`src/rtl/boot_loader_if.sv`:
```
// Bus bundle for the boot loader: start/done handshake plus the ROM, main
// memory, IM and DM ports. The boot loader drives through the master
// modport; the surrounding memories and system control use the slave view.
interface boot_loader_if #(
    parameter int ROM_AW = 8,
    parameter int MEM_AW = 16,
    parameter int IM_AW  = 10,
    parameter int DM_AW  = 12,
    parameter int DW     = 32
);
    localparam int DESC_W = 1 + MEM_AW + DM_AW + 8;

    logic                system_enable;
    logic                rom_done;

    logic                rom_enable;
    logic                rom_read;
    logic [ROM_AW-1:0]   rom_address;
    logic [DESC_W-1:0]   rom_out;

    logic                MEM_en;
    logic                MEM_read;
    logic                MEM_write;
    logic [MEM_AW-1:0]   MEM_addr;
    logic [DW-1:0]       MEM_data;

    logic                IM_enable;
    logic                IM_write;
    logic [IM_AW-1:0]    IM_address;
    logic [DW-1:0]       IM_in;

    logic                DM_enable;
    logic                DM_write;
    logic [DM_AW-1:0]    DM_address;
    logic [DW-1:0]       DM_in;

    modport master (
        input  system_enable, rom_out, MEM_data,
        output rom_done,
        output rom_enable, rom_read, rom_address,
        output MEM_en, MEM_read, MEM_write, MEM_addr,
        output IM_enable, IM_write, IM_address, IM_in,
        output DM_enable, DM_write, DM_address, DM_in
    );

    modport slave (
        output system_enable, rom_out, MEM_data,
        input  rom_done,
        input  rom_enable, rom_read, rom_address,
        input  MEM_en, MEM_read, MEM_write, MEM_addr,
        input  IM_enable, IM_write, IM_address, IM_in,
        input  DM_enable, DM_write, DM_address, DM_in
    );
endinterface

```
`src/rtl/boot_loader.sv`:
```
// Boot-time copy engine. Walks the descriptor table in the boot ROM and
// copies each described block from main memory into IM or DM, then raises a
// sticky rom_done that releases the core.
//
// state      | meaning
// -----------+-----------------------------------------------------------
// S_IDLE     | waiting for system_enable
// S_ROM_REQ  | rom_read strobe for descriptor idx
// S_ROM_WAIT | ROM access latency
// S_DECODE   | latch descriptor; zero count is the end-of-table marker
// S_MEM_REQ  | MEM_read strobe at src
// S_MEM_WAIT | main-memory access latency
// S_WRITE    | one-cycle IM/DM write pulse, advance src/dst/count
// S_DONE     | boot complete, rom_done held until reset
//
// Every output is a register loaded from the next-state view, so a strobe is
// high exactly during the state it belongs to.
module boot_loader #(
    parameter int ROM_AW = 8,
    parameter int MEM_AW = 16,
    parameter int IM_AW  = 10,
    parameter int DM_AW  = 12,
    parameter int DW     = 32
) (
    input  logic          clk,
    input  logic          rst,
    boot_loader_if.master bus
);
    localparam int CNT_W   = 8;
    localparam int DESC_W  = 1 + MEM_AW + DM_AW + CNT_W;
    localparam int SRC_LSB = DM_AW + CNT_W;
    localparam int DST_LSB = CNT_W;

    typedef enum logic [2:0] {
        S_IDLE,
        S_ROM_REQ,
        S_ROM_WAIT,
        S_DECODE,
        S_MEM_REQ,
        S_MEM_WAIT,
        S_WRITE,
        S_DONE
    } state_t;

    state_t state, state_n;

    // descriptor working registers
    logic              tgt_q, tgt_n;
    logic [MEM_AW-1:0] src_q, src_n;
    logic [DM_AW-1:0]  dst_q, dst_n;
    logic [CNT_W-1:0]  cnt_q, cnt_n;
    logic [ROM_AW-1:0] idx_q, idx_n;

    // registered outputs
    logic              rom_enable_q,  rom_enable_n;
    logic              rom_read_q,    rom_read_n;
    logic [ROM_AW-1:0] rom_address_q, rom_address_n;
    logic              mem_en_q,      mem_en_n;
    logic              mem_read_q,    mem_read_n;
    logic [MEM_AW-1:0] mem_addr_q,    mem_addr_n;
    logic              im_enable_q,   im_enable_n;
    logic              im_write_q,    im_write_n;
    logic [IM_AW-1:0]  im_address_q,  im_address_n;
    logic [DW-1:0]     im_in_q,       im_in_n;
    logic              dm_enable_q,   dm_enable_n;
    logic              dm_write_q,    dm_write_n;
    logic [DM_AW-1:0]  dm_address_q,  dm_address_n;
    logic [DW-1:0]     dm_in_q,       dm_in_n;
    logic              rom_done_q,    rom_done_n;

    logic last_word;
    logic last_desc;
    logic desc_is_end;

    assign last_word   = (cnt_q == CNT_W'(1));
    assign last_desc   = (idx_q == {ROM_AW{1'b1}});
    assign desc_is_end = (bus.rom_out[CNT_W-1:0] == '0);

    // State register.
    always_ff @(posedge clk or negedge rst) begin
        if (!rst) begin
            state <= S_IDLE;
        end else begin
            state <= state_n;
        end
    end

    // Next-state decode; descriptor 255 never wraps the index back to 0.
    always_comb begin
        state_n = state;
        case (state)
            S_IDLE:     if (bus.system_enable) state_n = S_ROM_REQ;
            S_ROM_REQ:  state_n = S_ROM_WAIT;
            S_ROM_WAIT: state_n = S_DECODE;
            S_DECODE:   state_n = desc_is_end ? S_DONE : S_MEM_REQ;
            S_MEM_REQ:  state_n = S_MEM_WAIT;
            S_MEM_WAIT: state_n = S_WRITE;
            S_WRITE: begin
                if (!last_word)     state_n = S_MEM_REQ;
                else if (last_desc) state_n = S_DONE;
                else                state_n = S_ROM_REQ;
            end
            S_DONE:     state_n = S_DONE;
            default:    state_n = S_IDLE;
        endcase
    end

    // Datapath updates and next values of the registered outputs.
    always_comb begin
        tgt_n = tgt_q;
        src_n = src_q;
        dst_n = dst_q;
        cnt_n = cnt_q;
        idx_n = idx_q;

        if (state == S_DECODE) begin
            tgt_n = bus.rom_out[DESC_W-1];
            src_n = bus.rom_out[SRC_LSB +: MEM_AW];
            dst_n = bus.rom_out[DST_LSB +: DM_AW];
            cnt_n = bus.rom_out[CNT_W-1:0];
        end else if (state == S_WRITE) begin
            // Full-width dst increment; IM only sees the low bits, so the
            // IM wrap at 2^IM_AW comes for free.
            src_n = src_q + MEM_AW'(1);
            dst_n = dst_q + DM_AW'(1);
            cnt_n = cnt_q - CNT_W'(1);
            if (last_word && !last_desc) begin
                idx_n = idx_q + ROM_AW'(1);
            end
        end

        rom_enable_n  = (state_n == S_ROM_REQ);
        rom_read_n    = (state_n == S_ROM_REQ);
        rom_address_n = (state_n == S_ROM_REQ) ? idx_n : rom_address_q;

        mem_en_n      = (state_n == S_MEM_REQ);
        mem_read_n    = (state_n == S_MEM_REQ);
        mem_addr_n    = (state_n == S_MEM_REQ) ? src_n : mem_addr_q;

        im_enable_n   = (state_n == S_WRITE) && !tgt_q;
        im_write_n    = im_enable_n;
        im_address_n  = im_enable_n ? dst_q[IM_AW-1:0] : im_address_q;
        im_in_n       = im_enable_n ? bus.MEM_data : im_in_q;

        dm_enable_n   = (state_n == S_WRITE) && tgt_q;
        dm_write_n    = dm_enable_n;
        dm_address_n  = dm_enable_n ? dst_q : dm_address_q;
        dm_in_n       = dm_enable_n ? bus.MEM_data : dm_in_q;

        rom_done_n    = (state_n == S_DONE);
    end

    // Datapath and output registers; reset clears everything at once so an
    // interrupted copy issues no further writes.
    always_ff @(posedge clk or negedge rst) begin
        if (!rst) begin
            tgt_q         <= 1'b0;
            src_q         <= '0;
            dst_q         <= '0;
            cnt_q         <= '0;
            idx_q         <= '0;
            rom_enable_q  <= 1'b0;
            rom_read_q    <= 1'b0;
            rom_address_q <= '0;
            mem_en_q      <= 1'b0;
            mem_read_q    <= 1'b0;
            mem_addr_q    <= '0;
            im_enable_q   <= 1'b0;
            im_write_q    <= 1'b0;
            im_address_q  <= '0;
            im_in_q       <= '0;
            dm_enable_q   <= 1'b0;
            dm_write_q    <= 1'b0;
            dm_address_q  <= '0;
            dm_in_q       <= '0;
            rom_done_q    <= 1'b0;
        end else begin
            tgt_q         <= tgt_n;
            src_q         <= src_n;
            dst_q         <= dst_n;
            cnt_q         <= cnt_n;
            idx_q         <= idx_n;
            rom_enable_q  <= rom_enable_n;
            rom_read_q    <= rom_read_n;
            rom_address_q <= rom_address_n;
            mem_en_q      <= mem_en_n;
            mem_read_q    <= mem_read_n;
            mem_addr_q    <= mem_addr_n;
            im_enable_q   <= im_enable_n;
            im_write_q    <= im_write_n;
            im_address_q  <= im_address_n;
            im_in_q       <= im_in_n;
            dm_enable_q   <= dm_enable_n;
            dm_write_q    <= dm_write_n;
            dm_address_q  <= dm_address_n;
            dm_in_q       <= dm_in_n;
            rom_done_q    <= rom_done_n;
        end
    end

    assign bus.rom_enable  = rom_enable_q;
    assign bus.rom_read    = rom_read_q;
    assign bus.rom_address = rom_address_q;
    assign bus.MEM_en      = mem_en_q;
    assign bus.MEM_read    = mem_read_q;
    assign bus.MEM_write   = 1'b0;
    assign bus.MEM_addr    = mem_addr_q;
    assign bus.IM_enable   = im_enable_q;
    assign bus.IM_write    = im_write_q;
    assign bus.IM_address  = im_address_q;
    assign bus.IM_in       = im_in_q;
    assign bus.DM_enable   = dm_enable_q;
    assign bus.DM_write    = dm_write_q;
    assign bus.DM_address  = dm_address_q;
    assign bus.DM_in       = dm_in_q;
    assign bus.rom_done    = rom_done_q;
endmodule

```
`src/flat_wrapper.sv`:
```
// flat-port wrapper written by rule: the top's interface ports become plain ports
module boot_loader_flat 
#(
    parameter int ROM_AW = 8,
    parameter int MEM_AW = 16,
    parameter int IM_AW  = 10,
    parameter int DM_AW  = 12,
    parameter int DW     = 32
)
  (clk, rst, bus_system_enable, bus_rom_out, bus_MEM_data, bus_rom_done, bus_rom_enable, bus_rom_read, bus_rom_address, bus_MEM_en, bus_MEM_read, bus_MEM_write, bus_MEM_addr, bus_IM_enable, bus_IM_write, bus_IM_address, bus_IM_in, bus_DM_enable, bus_DM_write, bus_DM_address, bus_DM_in);
  boot_loader_if #(.ROM_AW(ROM_AW), .MEM_AW(MEM_AW), .IM_AW(IM_AW), .DM_AW(DM_AW), .DW(DW)) bus_i ();
  input  logic clk;
  input  logic rst;
  input wire logic [$bits(bus_i.system_enable)-1:0] bus_system_enable;
  input wire logic [$bits(bus_i.rom_out)-1:0] bus_rom_out;
  input wire logic [$bits(bus_i.MEM_data)-1:0] bus_MEM_data;
  output wire logic [$bits(bus_i.rom_done)-1:0] bus_rom_done;
  output wire logic [$bits(bus_i.rom_enable)-1:0] bus_rom_enable;
  output wire logic [$bits(bus_i.rom_read)-1:0] bus_rom_read;
  output wire logic [$bits(bus_i.rom_address)-1:0] bus_rom_address;
  output wire logic [$bits(bus_i.MEM_en)-1:0] bus_MEM_en;
  output wire logic [$bits(bus_i.MEM_read)-1:0] bus_MEM_read;
  output wire logic [$bits(bus_i.MEM_write)-1:0] bus_MEM_write;
  output wire logic [$bits(bus_i.MEM_addr)-1:0] bus_MEM_addr;
  output wire logic [$bits(bus_i.IM_enable)-1:0] bus_IM_enable;
  output wire logic [$bits(bus_i.IM_write)-1:0] bus_IM_write;
  output wire logic [$bits(bus_i.IM_address)-1:0] bus_IM_address;
  output wire logic [$bits(bus_i.IM_in)-1:0] bus_IM_in;
  output wire logic [$bits(bus_i.DM_enable)-1:0] bus_DM_enable;
  output wire logic [$bits(bus_i.DM_write)-1:0] bus_DM_write;
  output wire logic [$bits(bus_i.DM_address)-1:0] bus_DM_address;
  output wire logic [$bits(bus_i.DM_in)-1:0] bus_DM_in;
  assign bus_i.system_enable = bus_system_enable;
  assign bus_i.rom_out = bus_rom_out;
  assign bus_i.MEM_data = bus_MEM_data;
  assign bus_rom_done = bus_i.rom_done;
  assign bus_rom_enable = bus_i.rom_enable;
  assign bus_rom_read = bus_i.rom_read;
  assign bus_rom_address = bus_i.rom_address;
  assign bus_MEM_en = bus_i.MEM_en;
  assign bus_MEM_read = bus_i.MEM_read;
  assign bus_MEM_write = bus_i.MEM_write;
  assign bus_MEM_addr = bus_i.MEM_addr;
  assign bus_IM_enable = bus_i.IM_enable;
  assign bus_IM_write = bus_i.IM_write;
  assign bus_IM_address = bus_i.IM_address;
  assign bus_IM_in = bus_i.IM_in;
  assign bus_DM_enable = bus_i.DM_enable;
  assign bus_DM_write = bus_i.DM_write;
  assign bus_DM_address = bus_i.DM_address;
  assign bus_DM_in = bus_i.DM_in;
  boot_loader #(.ROM_AW(ROM_AW), .MEM_AW(MEM_AW), .IM_AW(IM_AW), .DM_AW(DM_AW), .DW(DW)) u_core (.clk(clk), .rst(rst), .bus(bus_i));
endmodule
```
`config.mk`:
```
export PLATFORM = sky130hd
export DESIGN_NAME = boot_loader_flat
export DESIGN_NICKNAME = d
export VERILOG_FILES = /design/src/rtl/boot_loader_if.sv /design/src/rtl/boot_loader.sv /design/src/flat_wrapper.sv
export SDC_FILE = /design/constraint.sdc
export NUM_CORES = 1
export LEC_CHECK = 0
export CORE_MARGIN = 5
export CORE_UTILIZATION = 45
export CTS_BUF_LIST = sky130_fd_sc_hd__clkbuf_8
export CTS_CLUSTER_DIAMETER = 150
export DETAILED_ROUTE_END_ITERATION = 7
export PLACE_DENSITY = 0.8
export SLEW_MARGIN = 10
export SYNTH_ARGS = -nofsm -noshare
export SYNTH_HDL_FRONTEND = slang
export SYNTH_SLANG_ARGS = --single-unit
```
`constraint.sdc`:
```
create_clock -name clk -period 2.29 [get_ports clk]
set_clock_uncertainty 0.05 [all_clocks]
set_input_delay 0.5725 -clock clk [delete_from_list [all_inputs] [get_ports clk]]
set_output_delay 0.5725 -clock clk [all_outputs]
set_load 0.01 [all_outputs]
```
Word-level counts from Yosys, hierarchy flattened. Index checks and enable logic that the tools add are counted.

Register bits after elaboration: 163. Input port bits: 72. Output and inout bits: 120. Logic and storage cells: 56.

Add/subtract/negate cells: 4. Eq/ne operators: 13. Multiplexer cells: 14. Reduce and logical (&&, ||, !) cells: 8.

Operators with widths (number): 2-to-1 mux 8 bit (5); 2-to-1 mux 16 bit (2); 2-to-1 mux 12 bit (2); case mux 3 bit (8 select lines) (1); == test 3 bit, second input constant (7); adder 16 x 1 -> 16 bit, second input constant (1); adder 12 x 1 -> 12 bit, second input constant (1); 2-to-1 mux 3 bit (3); adder 8 x 1 -> 8 bit, second input constant (1); == test 8 x 1 -> 1 bit, second input constant (1); == test 8 bit, second input constant (1); logical NOT 8 bit (1); subtractor 8 x 1 -> 8 bit, second input constant (1); == test 3 x 1 -> 1 bit, second input constant (2); == test 3 x 2 -> 1 bit, second input constant (2); logical AND 1 bit (3); logical NOT 3 bit (1); logical NOT 1 bit (2); 2-to-1 mux 2 bit (1); nonzero test 2 bit (1).

Logic depth before layout (Yosys ltp). Gate-level depths: netlist of the first run.

Depth after elaboration: 6. Depth in mapped cells: 9. Mapped depth without buffers: 8.

Worst setup path after synthesis of the first run. OpenSTA, ideal clock, no wires.

Path kind: input port to flip-flop. From: input bus_rom_out[1]. To: register u_core.rom_address_q[2], in the netlist u_core.bus.rom_address[2]. Setup time: 0.125 ns. Arrival time: 2.002 ns. Data required time: 2.115 ns. Slack: 0.113 ns. Stages on the path: 6. Path buffers: 0. Cells stage by stage: nor4_2 > a21oi_1 > a221oi_4 > nand4b_2 > inv_2 > mux2_2.

Cells in the longest elaborated chain, start to end: 4.

RTL lines: start, declared (RTL line flat_wrapper.sv:15) `input wire logic [$bits(bus_i.rom_out)-1:0] bus_rom_out;`; logical NOT 8 bit (RTL line boot_loader.sv:77) `assign desc_is_end = (bus.rom_out[CNT_W-1:0] == '0);`; 2-to-1 mux 2 bit (RTL line boot_loader.sv:95) `S_DECODE: state_n = desc_is_end ? S_DONE : S_MEM_REQ;`; case mux 3 bit (8 select lines) (RTL line boot_loader.sv:91) `case (state)`; named net u_core.state_n[0] (RTL line boot_loader.sv:45) `state_t state, state_n;`; == test 3 x 1 -> 1 bit; named net u_core.rom_enable_n (RTL line boot_loader.sv:55) `logic rom_enable_q, rom_enable_n;`; end signal, assigned (RTL line boot_loader.sv:185) `rom_address_q <= rom_address_n;`; end, declared (RTL line boot_loader.sv:57) `logic [ROM_AW-1:0] rom_address_q, rom_address_n;`.

The timed path passes the listed nets, and every way through them passes these cells. A chain may end at the register's enable or synchronous reset.

Final worst setup path of the first run.
From: input bus_rom_out[4]. To: register u_core.rom_address_q[2], in the netlist u_core.bus.rom_address[2].

Same word-level chain as after synthesis.

==> results.yml, run 1 <==
clocking:
  clk_latency_ps: 450
  cts_tree: "yes"
  numCtsBuffers: 17
  ctsRootBufferMaster: "clkbuf_8"
  htreeDepth: 4
  clk_pin_slew_ps: 90
  cts_buffer_depth: 2
  clock_sinks: 163
yosys:
  yosys-top-cells-count: "nand2_1, dfrtp_1, mux2_2"
  synthesis.nets: 689
  async_flop_share_pct: 100
  synth_top_area_share_pct: 58.8
  yosysWarningCount: 0
  synth_edf_count: 0
  synth-seq-cells: 163
  avgSynthCellArea_um2: 11.3
  synthTopCellsByArea: "dfrtp_1, mux2_2, nand2_1"
  syn_area_um2: 6940
  yosys.cell_types.count: 51
  synth.most_common_cell: "nand2_1"
  ys.flop_type: "dfrtp_1"
  synth_largest_area_cell: "dfrtp_1"
  ys_seq_area_share_pct: 58.8
  syn_inst: 612
cells_and_area:
  finalInstanceArea_um2: 9600
  fillers: 1196
  drive_above_1_share_pct: 17.4
  area_growth_pct: 38.4
  num-nets-final: 891
  fin_cells: 1015
  final_util_pct: 63.4
  num_antenna_cells: 0
routing:
  ant_nets: 0
  wl_per_cell_um: 16.8
  wl_um: 17000
  vias: 5190
  first_pass_iters: 4
  drc: 0
  drtIter0Drc: 266
  viasPerCell: 5.11
critical_path:
  crit_path_start_kind: "primary input"
  crit_type: "primary input to flop"
  crit_required_ps: 2580
  crit_path_cell_trace: "clkdlybuf4s50_1, nor4_4, a21oi_2, a221oi_4, nand4b_4, inv_4, mux2_2"
  cp.arrival_ps: 2500
  crit_slowest_cell: "clkdlybuf4s50_1"
  cp_num_buf_inv: 2
  crit_family: "buffers and inverters"
  slowest_delay_ps: 460
  cp-end-kind: "flop"
  cp_max_fo: 6
pwr:
  switching_share_pct: 35.5
  p_sw_mw: 4.62
  p_leak_nw: 4.35
  comb_power_share_pct: 45.2
  power.internal_mw: 8.38
  pwr-share-seq_pct: 38.5
  total_power_mw: 13.0
  power.share.clock_pct: 16.3
  vdd_drop_max_mv: 0.728
  cellPowerDensity_nw_per_um2: 1350
sta:
  worst_slew_pin_slew_ps: 619
  max_clock_freq_ghz: 0.454
  slew_headroom_pct: 58.6
  rsz0062_at_grt: "false"
  maxSlewViolCount: 0
  hold_viol: 0
  finalCriticalPeriod_ps: 2200
  finalSetupViolCount: 0
  min_period_over_period_pct: 96.3
die:
  core_area_um2: 15100
  die_area_um2: 18000
  rows: 45
  die_x_um: 134
  ioPinCount: 192
  initial_core_util_pct: 45.8
  die_h_um: 134
global_route:
  grt_max_degree: 48
  grt-ovfl-total: 0
  antenna_found_initial: 2
  grt_pass1_wl_um: 27800
  grt.total_usage_pct: 19.3
  grt_pass1_vias: 5379
placed_design:
  dpl_cell_area_um2: 9140
  dp_hpwl_um: 12300
  gp_congestion: 0.831
  io_buffers: 190
  placed_cells: 980
run_status:
  status: "complete, no violations"
worst_hold_path:
  hold_class: "primary input to flop"
run:
  cap_violations: 0
## routing by layer
metal,GRT usage [%],vias up,part of all wire (%)
met5,0,-,0.20
met4,5.26,4,0.91
met3,5.55,18,6.6
met2,31.5,162,48
met1,25.6,2511,44
li1,-,2495,-
## registers in the layout, summed over array words and instances, names as in the netlist, 3 cells and up
register	flops
u_core.state	3
u_core.dst_q	12
u_core.bus.IM_address	10
u_core.bus.rom_address	8
u_core.cnt_q	8
u_core.bus.DM_in	32
u_core.bus.IM_in	32
u_core.src_q	16
u_core.bus.DM_address	12
u_core.idx_q	8
u_core.bus.MEM_addr	16
## worst paths after layout
| path | depth (start not counted) | from | slack (ps) | endpoint |
|---|---|---|---|---|
| worst min-delay path | 3 | bus_rom_out[1] | 370 | u_core.cnt_q[1]$_DFFE_PN0P_ |
| worst max-delay path | 7 | bus_rom_out[4] | 90 | u_core.bus.rom_address[2]$_DFFE_PN0N_ |
| max in group asynchronous | 3 | rst | 1010 | u_core.bus.DM_in[7]$_DFFE_PN0P_ |
| worst min register to register | 2 | u_core.bus.DM_address[2]$_DFFE_PN0P_ | 430 | u_core.bus.DM_address[2]$_DFFE_PN0P_ |
| worst max register to register | 8 | u_core.cnt_q[1]$_DFFE_PN0P_ | 100 | u_core.bus.rom_address[2]$_DFFE_PN0N_ |
| min in group asynchronous | 2 | rst | 570 | u_core.bus.IM_in[6]$_DFFE_PN0P_ |
## cell usage in the layout (no fill, tap or decap), drive strengths merged, types with 4 or more instances in the layout
cell type      netlist  routed
nor4                 8       8
and3                10      10
a21oi               12      12
mux2                68      68
nand4                7       7
a221o               10      10
nand3               12      12
xnor2               11      11
clkdlybuf4s50        0     185
nor2                17      17
o21ai               22      22
dfrtp              163     163
xor2                 9       9
nor3                 7       7
nand2              175     175
buf                 17      25
ha                   5       5
clkbuf              15      18
inv                 10      14
o211ai               4       4
clkinv               0       5
## logic make-up after synthesis
family,Yosys count,synth area share (%)
AO/OA/AOI/OAI,63,6.62
XOR/XNOR,20,2.52
adder cells (fa/ha/maj),5,0.902
buffers and inverters,42,2.98
flip-flops,163,58.8
multiplexers,68,11.5
other,1,0.0541
AND/OR/NAND/NOR,250,16.6
## tightest hold or removal path: cells and delay by family
kind,cells,cell delay [ps]
compound gates,1,60
buf+inv,1,120
simple gates,1,70
## what timing repair did
| action | in CTS | in global routing |
|---|---|---|
| hold buffers | 1 | 0 |
| gates resized for setup | 3 | 9 |
| setup endpoints to repair | 5 | 20 |
| hold endpoints to repair | 42 | 0 |
| setup buffers | 0 | 2 |
| pin swaps | 2 | 4 |
## layout make-up
type,instances,area (um2),share of cell area [%]
sequential,163,4080,42.5
multi-input combinational,407,2690,28.0
timing repair buffer,215,2150,22.4
clock buffer,18,248,2.58
tap,188,235,2.45
clock inverter,14,153,1.59
inverter,10,47.5,0.495
## power by group through the flow
stage               sequential, mW  clock (mW)  combinational [mW]
finish                        5.00        2.12                5.88
CTS                           5.01        2.17                5.91
global placement              5.00           0                5.74
floorplan                     5.32           0                2.67
global route                  5.20        2.29                6.37
detailed placement            5.06           0                5.86
## per-stage QoR
step                      hold slack, ps  TNS [ps]  setup slack, ps
after global placement               406    -11150             -512
after detailed placement             411    -11610             -539
after floorplan                      227         0              113
after CTS                            432         0             2.15
final                                368         0             85.6
after global routing                 347         0             1.83
Note: power is estimated with default switching activity, not from simulation.
==> run 2: changes to the inputs <==
RECOVER_POWER = 50   (was default)
==> results.yml, run 2 (synthesized netlist as in run 1, its figures left out) <==
run_status:
  status: "complete, no violations"
global_route:
  grt_use_met2_pct: 31.5
  use_met3_pct: 5.55
  grt-busiest-layer: "met2"
  grt_pass1_wl_um: 27800
  grt-ovfl-total: 0
  use_met1_pct: 25.6
  grt.total_usage_pct: 19.3
  antenna_found_initial: 2
  grt_pass1_vias: 5379
  grt_max_degree: 48
routing:
  wl_per_cell_um: 16.8
  wl_um: 17000
  drc: 0
  vias: 5212
  viasPerCell: 5.13
  first_pass_iters: 4
  ant_nets: 0
  drtIter0Drc: 280
die:
  die_area_um2: 18000
  rows: 45
  initial_core_util_pct: 45.8
  core_area_um2: 15100
  die_h_um: 134
  ioPinCount: 192
  die_x_um: 134
sta:
  postLayoutSetupSlackWorst_ps: 88.0
  setup_tns_ps: 0
  rsz0062_at_grt: "false"
  worst_slew_pin_slew_ps: 1150
  min_period_over_period_pct: 96.2
  max_clock_freq_ghz: 0.454
  maxSlewViolCount: 0
  finalCriticalPeriod_ps: 2200
  finalSetupViolCount: 0
  hold_viol: 0
  slew_headroom_pct: 23.6
pwr:
  p_leak_nw: 4.32
  vdd_drop_max_mv: 0.729
  power.share.clock_pct: 16.4
  switching_share_pct: 35.6
  pwr-share-seq_pct: 38.7
  p_sw_mw: 4.61
  cellPowerDensity_nw_per_um2: 1360
  power.internal_mw: 8.33
  comb_power_share_pct: 45.0
critical_path:
  crit_type: "primary input to flop"
  cp-startpoint: "bus_rom_out[4]"
  cp_max_fo: 6
  cp-end-kind: "flop"
  crit_path_start_kind: "primary input"
  cp.arrival_ps: 2500
  r2r-start: "u_core.cnt_q[1]$_DFFE_PN0P_"
  crit_required_ps: 2590
placed_design:
  place_ws_ps: -539
  dp_hpwl_um: 12300
  io_buffers: 190
  gp_congestion: 0.831
worst_hold_path:
  hold_path_startpoint: "bus_rom_out[1]"
  hold_class: "primary input to flop"
cells_and_area:
  num_antenna_cells: 0
  area_growth_pct: 37.6
  layout_common_cells: "clkdlybuf4s50_1, nand2_1, dfrtp_1, mux2_2, o21ai_0"
  num-nets-final: 891
  drive_above_1_share_pct: 17.2
  final_common_cell: "clkdlybuf4s50_1"
clocking:
  ctsRootBufferMaster: "clkbuf_8"
  cts_buffer_depth: 2
  cts_tree: "yes"
  clk_latency_ps: 450
  htreeDepth: 4
  clk_pin_slew_ps: 90
  numCtsBuffers: 17
  clock_sinks: 163
run:
  cap_violations: 0
## run 2: final timing paths
kind | end | slack (ps) | cells after the start
setup / recovery | u_core.bus.rom_address[2]$_DFFE_PN0N_ | 90 | 7
hold / removal | u_core.cnt_q[1]$_DFFE_PN0P_ | 360 | 3
setup reg to reg | u_core.bus.rom_address[2]$_DFFE_PN0N_ | 100 | 8
hold reg to reg | u_core.bus.DM_address[2]$_DFFE_PN0P_ | 430 | 2
max in group asynchronous | u_core.bus.DM_in[7]$_DFFE_PN0P_ | 330 | 3
min in group asynchronous | u_core.bus.IM_in[6]$_DFFE_PN0P_ | 830 | 2
## run 2: layout make-up
| cell class | count | area [um2] |
|---|---|---|
| Clock buffer | 18 | 248 |
| Clock inverter | 14 | 153 |
| Fill cell | 1204 | 5600 |
| Inverter | 10 | 47.5 |
| Multi-Input combinational cell | 407 | 2690 |
| Sequential cell | 163 | 4080 |
| Tap cell | 188 | 235 |
| Timing Repair Buffer | 215 | 2090 |
## run 2: power groups by stage
| stage | logic (mW) | clock network (mW) | registers, mW |
|---|---|---|---|
| after global placement | 5.74 | 0 | 5.00 |
| after detailed placement | 5.86 | 0 | 5.06 |
| after CTS | 5.91 | 2.17 | 5.01 |
| after global routing | 6.31 | 2.29 | 5.20 |
| after floorplan | 2.67 | 0 | 5.32 |
| final | 5.82 | 2.12 | 5.00 |
## run 2: layer usage
layer | part of all wire, % | up-vias | wire length (um)
li1 | - | 2498 | -
met1 | 44 | 2534 | 7500
met2 | 48 | 160 | 8180
met3 | 6.8 | 16 | 1150
met4 | 0.93 | 4 | 158
met5 | 0.20 | - | 34
## run 2: what timing repair did
action	CTS	global route
resized for setup	3	9
pin swaps	2	4
hold buffers	1	0
endpoints found under the hold margin	42	0
setup buffers	0	2
endpoints found under the setup margin	5	20
## run 2: critical path: stages
cell,delay (ps)
clkdlybuf4s50_1,460
nor4_4,320
a21oi_2,120
a221oi_4,400
nand4b_4,160
inv_4,130
mux2_2,340
## run 2: metrics by stage
stage / hold slack (ps) / instance area (um2) / cells / util, % / total power [mW]
6_report: 361 / 9540 / 1015 / 63.0 / 12.9
5_1_grt: 347 / 9540 / 1015 / 63.0 / 13.8
4_1_cts: 432 / 9560 / 1013 / 63.1 / 13.1
3_5_place_dp: 411 / 9140 / 980 / 60.3 / 10.9
3_3_place_gp: 406 / 9140 / 980 / 60.3 / 10.7
2_1_floorplan: 227 / 6940 / 612 / - / 8.00
